### src/rtl/input_cond_pkg.sv
// Shared constants and helpers for the input_conditioner block.
package input_cond_pkg;

  localparam int CNT_W           = 8;
  localparam int DEB_CYCLES_1MS  = 27000;
  localparam int SYNC_STAGES_MIN = 2;
  localparam int SYNC_STAGES_MAX = 4;

  localparam logic [CNT_W-1:0] CNT_ZERO = {CNT_W{1'b0}};
  localparam logic [CNT_W-1:0] CNT_ONE  = {{(CNT_W-1){1'b0}}, 1'b1};
  localparam logic [CNT_W-1:0] CNT_MAX  = {CNT_W{1'b1}};

  // Smallest debounce counter width that can hold DEB_CYCLES-1.
  function automatic int deb_w_for(input int cycles);
    return (cycles <= 2) ? 1 : $clog2(cycles);
  endfunction

endpackage

### src/rtl/input_cond_ch.sv
// One conditioned channel: synchronizer, debouncer, edge pulses, sticky flags, counters.
// glitch_cnt exists only when INPUT_COND_GLITCH_CNT_EN is defined.
module input_cond_ch
  import input_cond_pkg::*;
#(
  parameter int   SYNC_STAGES = 2,
  parameter int   DEB_CYCLES  = 27000,
  parameter int   DEB_W       = 16,
  parameter logic RESET_VAL   = 1'b0
) (
  input  logic             clk27,
  input  logic             reset,
  input  logic             in_async,
  input  logic             deb_en,
  input  logic             clr,
  output logic             level,
  output logic             rise_evt,
  output logic             fall_evt,
  output logic             rise_sticky,
  output logic             fall_sticky,
  output logic [CNT_W-1:0] rise_cnt
`ifdef INPUT_COND_GLITCH_CNT_EN
  ,
  output logic [CNT_W-1:0] glitch_cnt
`endif
);

  localparam logic [DEB_W-1:0] DC_ZERO = {DEB_W{1'b0}};
  localparam logic [DEB_W-1:0] DC_ONE  = DEB_W'(1);
  localparam logic [DEB_W-1:0] DC_LAST = DEB_W'(DEB_CYCLES - 1);

  logic [SYNC_STAGES-1:0] sync_r;
  logic                   s_s;
  logic                   level_r;
  logic                   level_nxt_s;
  logic [DEB_W-1:0]       dc_r;
  logic [DEB_W-1:0]       dc_nxt_s;
  logic                   rise_r;
  logic                   fall_r;
  logic                   rise_nxt_s;
  logic                   fall_nxt_s;
  logic                   rise_sticky_r;
  logic                   fall_sticky_r;
  logic [CNT_W-1:0]       rise_cnt_r;

  assign s_s = sync_r[SYNC_STAGES-1];

  // Debounce decision: bypass follows s, otherwise a mismatch must persist DEB_CYCLES cycles.
  always_comb begin
    level_nxt_s = level_r;
    dc_nxt_s    = DC_ZERO;
    if (!deb_en) begin
      level_nxt_s = s_s;
      dc_nxt_s    = DC_ZERO;
    end else if (s_s == level_r) begin
      dc_nxt_s = DC_ZERO;
    end else if (dc_r == DC_LAST) begin
      level_nxt_s = s_s;
      dc_nxt_s    = DC_ZERO;
    end else begin
      dc_nxt_s = dc_r + DC_ONE;
    end
    rise_nxt_s = level_nxt_s & ~level_r;
    fall_nxt_s = ~level_nxt_s & level_r;
  end

  // Main channel state; sticky flags and rise_cnt follow the registered pulses so set beats clear.
  always_ff @(posedge clk27) begin
    if (reset) begin
      sync_r        <= {SYNC_STAGES{RESET_VAL}};
      level_r       <= RESET_VAL;
      dc_r          <= DC_ZERO;
      rise_r        <= 1'b0;
      fall_r        <= 1'b0;
      rise_sticky_r <= 1'b0;
      fall_sticky_r <= 1'b0;
      rise_cnt_r    <= CNT_ZERO;
    end else begin
      sync_r        <= {sync_r[SYNC_STAGES-2:0], in_async};
      level_r       <= level_nxt_s;
      dc_r          <= dc_nxt_s;
      rise_r        <= rise_nxt_s;
      fall_r        <= fall_nxt_s;
      rise_sticky_r <= rise_r | (rise_sticky_r & ~clr);
      fall_sticky_r <= fall_r | (fall_sticky_r & ~clr);
      if (rise_r) begin
        rise_cnt_r <= rise_cnt_r + CNT_ONE;
      end else begin
        rise_cnt_r <= rise_cnt_r;
      end
    end
  end

  assign level       = level_r;
  assign rise_evt    = rise_r;
  assign fall_evt    = fall_r;
  assign rise_sticky = rise_sticky_r;
  assign fall_sticky = fall_sticky_r;
  assign rise_cnt    = rise_cnt_r;

`ifdef INPUT_COND_GLITCH_CNT_EN
  logic             glitch_hit_s;
  logic [CNT_W-1:0] glitch_r;
  logic [CNT_W-1:0] glitch_nxt_s;

  assign glitch_hit_s = (dc_r != DC_ZERO) && (s_s == level_r);

  // Saturating count of mismatch runs that collapsed before acceptance.
  always_comb begin
    glitch_nxt_s = glitch_r;
    if (clr) begin
      glitch_nxt_s = glitch_hit_s ? CNT_ONE : CNT_ZERO;
    end else if (glitch_hit_s && (glitch_r != CNT_MAX)) begin
      glitch_nxt_s = glitch_r + CNT_ONE;
    end else begin
      glitch_nxt_s = glitch_r;
    end
  end

  // Glitch counter register.
  always_ff @(posedge clk27) begin
    if (reset) begin
      glitch_r <= CNT_ZERO;
    end else begin
      glitch_r <= glitch_nxt_s;
    end
  end

  assign glitch_cnt = glitch_r;
`endif

endmodule

### src/rtl/input_conditioner.sv
// Multi-channel conditioner for asynchronous board inputs in the clk27 domain.
// Define INPUT_COND_GLITCH_CNT_EN to add the per-channel glitch_cnt output.
module input_conditioner
  import input_cond_pkg::*;
#(
  parameter int                NUM_CH      = 4,
  parameter int                SYNC_STAGES = 2,
  parameter int                DEB_CYCLES  = 27000,
  parameter int                DEB_W       = 16,
  parameter logic [NUM_CH-1:0] RESET_VAL   = {NUM_CH{1'b0}}
) (
  input  logic                    clk27,
  input  logic                    reset,
  input  logic [NUM_CH-1:0]       in_async,
  input  logic [NUM_CH-1:0]       deb_en,
  input  logic                    clr,
  input  logic [NUM_CH-1:0]       clr_mask,
  output logic [NUM_CH-1:0]       level_out,
  output logic [NUM_CH-1:0]       rise_evt,
  output logic [NUM_CH-1:0]       fall_evt,
  output logic [NUM_CH-1:0]       rise_sticky,
  output logic [NUM_CH-1:0]       fall_sticky,
  output logic [CNT_W*NUM_CH-1:0] rise_cnt
`ifdef INPUT_COND_GLITCH_CNT_EN
  ,
  output logic [CNT_W*NUM_CH-1:0] glitch_cnt
`endif
);

  logic [NUM_CH-1:0] clr_ch_s;

  assign clr_ch_s = {NUM_CH{clr}} & clr_mask;

  for (genvar i = 0; i < NUM_CH; i++) begin : g_ch
    input_cond_ch #(
      .SYNC_STAGES (SYNC_STAGES),
      .DEB_CYCLES  (DEB_CYCLES),
      .DEB_W       (DEB_W),
      .RESET_VAL   (RESET_VAL[i])
    ) u_ch (
      .clk27       (clk27),
      .reset       (reset),
      .in_async    (in_async[i]),
      .deb_en      (deb_en[i]),
      .clr         (clr_ch_s[i]),
      .level       (level_out[i]),
      .rise_evt    (rise_evt[i]),
      .fall_evt    (fall_evt[i]),
      .rise_sticky (rise_sticky[i]),
      .fall_sticky (fall_sticky[i]),
      .rise_cnt    (rise_cnt[CNT_W*i +: CNT_W])
`ifdef INPUT_COND_GLITCH_CNT_EN
      ,
      .glitch_cnt  (glitch_cnt[CNT_W*i +: CNT_W])
`endif
    );
  end

endmodule
### config.mk
export PLATFORM = sky130hd
export DESIGN_NAME = input_conditioner
export DESIGN_NICKNAME = d
export VERILOG_FILES = /design/src/rtl/input_cond_pkg.sv /design/src/rtl/input_cond_ch.sv /design/src/rtl/input_conditioner.sv
export SDC_FILE = /design/constraint.sdc
export NUM_CORES = 1
export LEC_CHECK = 0
export ABC_AREA = 1
export BUFFER_PORTS_ARGS = -buffer_cell sky130_fd_sc_hd__buf_2
export CORE_MARGIN = 2
export CORE_UTILIZATION = 52
export CTS_CLUSTER_SIZE = 40
export DETAILED_ROUTE_END_ITERATION = 7
export GPL_ROUTABILITY_DRIVEN = 1
export PLACE_DENSITY = 0.73
export SETUP_SLACK_MARGIN = 0.3
export SLEW_MARGIN = 30
export SYNTH_ARGS = -nofsm -noshare
export SYNTH_HDL_FRONTEND = slang
export SYNTH_HIERARCHICAL = 1
export SYNTH_SLANG_ARGS = --single-unit
### constraint.sdc
create_clock -name clk27 -period 1.25 [get_ports clk27]
set_input_delay 0 -clock clk27 [delete_from_list [all_inputs] [get_ports clk27]]
set_output_delay 0 -clock clk27 [all_outputs]
set_load 0.02 [all_outputs]
==> flow_summary.yaml <==
status:
  outcome: "finished with violations"
  violations: "setup timing"
setup_path:
  reg2reg_setup_slack_ps: -220
  cpMaxStageDelayCell: "dfxtp_2"
  reg2reg_depth: 10
  critPathRequiredTime_ps: 1680
  cpPeakStageDelay_ps: 360
  critical_path_class: "flip-flop to flip-flop"
  crit_fanout: 3
  critPathLaunchType: "flip-flop"
  crit_top_cell: "nand2_2"
  cp-end-kind: "flip-flop"
  path_cells: "ha_4, nand2_4, inv_2, nand2_1, nor2_1, nand2_2, nand2_2, nand2_2, nand2_2, nor2_2"
  reg2reg_from: "g_ch[2].u_ch/dc_r[0]$_SDFF_PP0_"
  reg2reg_to: "g_ch[2].u_ch/level$_SDFF_PP0_"
  critPathArrivalTime_ps: 1910
synthesis:
  synthesis.nets: 807
  avgSynthCellArea_sq_um: 7.21
  synthMuxAreaShare_pct: 0
  synth_fa_ha_area_share_pct: 1.77
  synthXorXnorAreaFrac_pct: 3.72
  ys_seq_area_share_pct: 43.9
  synthCells: 784
  ys_ff_latch: 124
  synth_warnings: 6
  synth-compound-area-share_pct: 7.17
  netlist_area_sq_um: 5650
  synth_cell_types: 23
  synth_top_family_by_area: "simple AND/OR/NAND/NOR gates"
  synthSimpleGateAreaFrac_pct: 35.5
sta:
  finalHoldViolCount: 0
  finalSetupViolations: 62
  fin_crit_ps: 1470
  tightest_slew_ps: 417
  setup_tns_ps: -4880
  setup_ws_ps: -221
  finClkSkew_ps: 9.81
  rsz0062_at_grt: "true"
  final_max_slew_viol_count: 0
  max_freq_ghz: 0.680
  slew_headroom_pct: 72.2
  whs_ps: 39.1
  finalCritPeriodShare_pct: 118
cells_and_area:
  drive_gt1_share_pct: 52.5
  fillers: 503
  regArea_sq_um: 2650
  areaGrowthSynthToFinish_pct: 62.2
  fin_nets: 1009
  multi_input_area_sq_um: 3700
  stdcell_count: 1139
  n_antenna_cell: 0
floorplanning:
  core-area_sq_um: 10700
  initial_utilization_pct: 52.8
  die_h_um: 108
  dieWidth_um: 108
  ios: 67
  num_rows: 38
  die_area_sq_um: 11700
drt:
  via_per_inst: 5.72
  wl_per_cell_um: 18.9
  first_iter_violations: 626
  ant_nets: 0
  wl_um: 21500
  dr.pass1.iters: 8
  drc: 0
  vias: 6514
place:
  numPortBuffers: 66
  gp_congestion: 0.828
  dp.cells: 1014
  pre_cts_ws_ps: -44.7
  dp_hpwl_um: 9280
pwr:
  p_per_area_nw_per_um2: 991
  p_comb_share_pct: 5.6
  seq_power_share_pct: 44.1
  pwr-share-clk_pct: 50.3
  p_int_mw: 6.81
  swShare_pct: 25.0
  p_switching_mw: 2.27
  power_leakage_nw: 3.62
  p_total_mw: 9.08
  ir_drop_mv: 0.960
global_routing:
  grt.overflow.total: 0
  grt_pass1_vias: 5885
  antenna_found_initial: 0
  grt_pass1_wl_um: 26300
  grt_max_degree: 17
  grt.total_usage_pct: 28.5
clock_network:
  cts.sinks: 124
  cts_tree: "done"
  htree_levels: 4
  clkLatencyLatePin_ps: 540
  path_clk_slew_ps: 60
  cts_made_buffers: 17
  clock-root-buffer: "clkbuf_8"
  cts_buffer_depth: 2
worst_hold_path:
  worstHoldStart: "reset"
  worstHoldEndpoint: "g_ch[2].u_ch/fall_sticky$_SDFF_PP0_"
  hold_depth: 3
  hp-class: "input pin to flip-flop"
run:
  drv_cap: 0
## stage by stage
step	utilization, %	cell area [sq um]
after global placement	62.0	6630
final	85.7	9170
after floorplan	-	5960
after detailed placement	62.0	6630
after global routing	85.7	9170
after CTS	78.9	8440
## Yosys cell counts
cell      instances  area (sq um)
nand2_1         172           646
nor2_1          148           556
dfxtp_1         124          2480
inv_1            96           360
a21oi_1          44           220
nor2_2           36           225
nand3_1          32           160
nand4_1          20           125
nor3_1           20           100
o21ai_0          16          80.1
xnor2_1          16           140
a21oi_2           8          70.1
ha_1              8           100
xor2_1            8          70.1
buf_6             4          45.0
inv_2             4          15.0
inv_4             4          25.0
nand2_2           4          25.0
nand3_4           4          70.1
nand3b_1          4          30.0
nor2_4            4          45.0
o21ai_2           4          35.0
or2_0             4          25.0
## logic make-up after synthesis
kind of cell               after synthesis
xor gates and xnor gates                24
AOI/OAI and AO/OA                       72
and+or+nand+nor                        448
adders and majority gates                8
buffers and inverters                  108
DFF                                    124
## power by group through the flow
stage               combinational [mW]  clock [mW]  sequential [mW]
detailed placement               0.308           0             4.10
CTS                              0.426        4.51             4.01
floorplan                        0.147           0             4.12
finish                           0.508        4.57             4.01
global route                     0.539        4.76             4.01
global placement                 0.298           0             4.09
## critical path: cells and delay by family (launching register included)
kind          cells  cell delay (ps)
buf+inv           1               70
simple gates      8              760
flops             1              360
fa+ha+maj         1              160
## layer usage
| metal | GRT usage [%] | up-vias | wire (um) |
|---|---|---|---|
| met1 | 30.9 | 3062 | 7500 |
| met5 | 0 | - | 0 |
| met2 | 51.5 | 401 | 11100 |
| li1 | - | 2903 | - |
| met3 | 6.87 | 148 | 1480 |
| met4 | 14.4 | 0 | 1380 |
## flip-flops by register name, indices dropped and copies added (netlist names)
signal	count
g_ch.u_ch/dc_r	64
g_ch.u_ch/fall_evt	4
g_ch.u_ch/rise_cnt	32
g_ch.u_ch/level	4
g_ch.u_ch/fall_sticky	4
g_ch.u_ch/rise_evt	4
g_ch.u_ch/sync_r	8
g_ch.u_ch/rise_sticky	4
## layout make-up
cell class	instances	share of cell area (%)
clock buffer	18	4.56
multi-input combinational	556	40.4
sequential	124	28.9
inverter	104	4.45
tap	140	1.91
timing repair buffer	183	18.4
clock inverter	14	1.34
## what timing repair did
item | CTS | global route
gates resized for setup | 247 | 142
endpoints found under the hold margin | 88 | 0
setup buffers | 49 | 27
endpoints found under the setup margin | 145 | 149
gates cloned | 3 | 1
pin swaps | 76 | 68
hold buffers | 13 | 0
## how the worst max path moves through the flow
stage	end	startpoint	slack, ps
after global routing	g_ch[2].u_ch/dc_r[15]$_SDFF_PP0_	g_ch[2].u_ch/dc_r[0]$_SDFF_PP0_	-310
after global placement	g_ch[2].u_ch/dc_r[2]$_SDFF_PP0_	g_ch[2].u_ch/dc_r[1]$_SDFF_PP0_	20
after detailed placement	g_ch[3].u_ch/dc_r[2]$_SDFF_PP0_	g_ch[3].u_ch/dc_r[1]$_SDFF_PP0_	-40
after floorplan	g_ch[0].u_ch/dc_r[10]$_SDFF_PP0_	g_ch[0].u_ch/dc_r[1]$_SDFF_PP0_	40
final	g_ch[2].u_ch/level$_SDFF_PP0_	g_ch[2].u_ch/dc_r[0]$_SDFF_PP0_	-220
after CTS	g_ch[2].u_ch/dc_r[2]$_SDFF_PP0_	g_ch[2].u_ch/dc_r[1]$_SDFF_PP0_	-50
## cell usage in the layout (no fill, tap or decap), drive strengths merged
master	instances
nand3	40
ha	8
nand2	176
nand3b	4
dfxtp	124
buf	170
o21ai	20
or2	4
xor2	8
clkbuf	18
bufinv	1
a21oi	52
clkinvlp	3
dlygate4sd3	13
xnor2	16
inv	106
nor3	20
nand4	20
clkinv	8
nor2	188
Power figures use the tool's default switching activity.
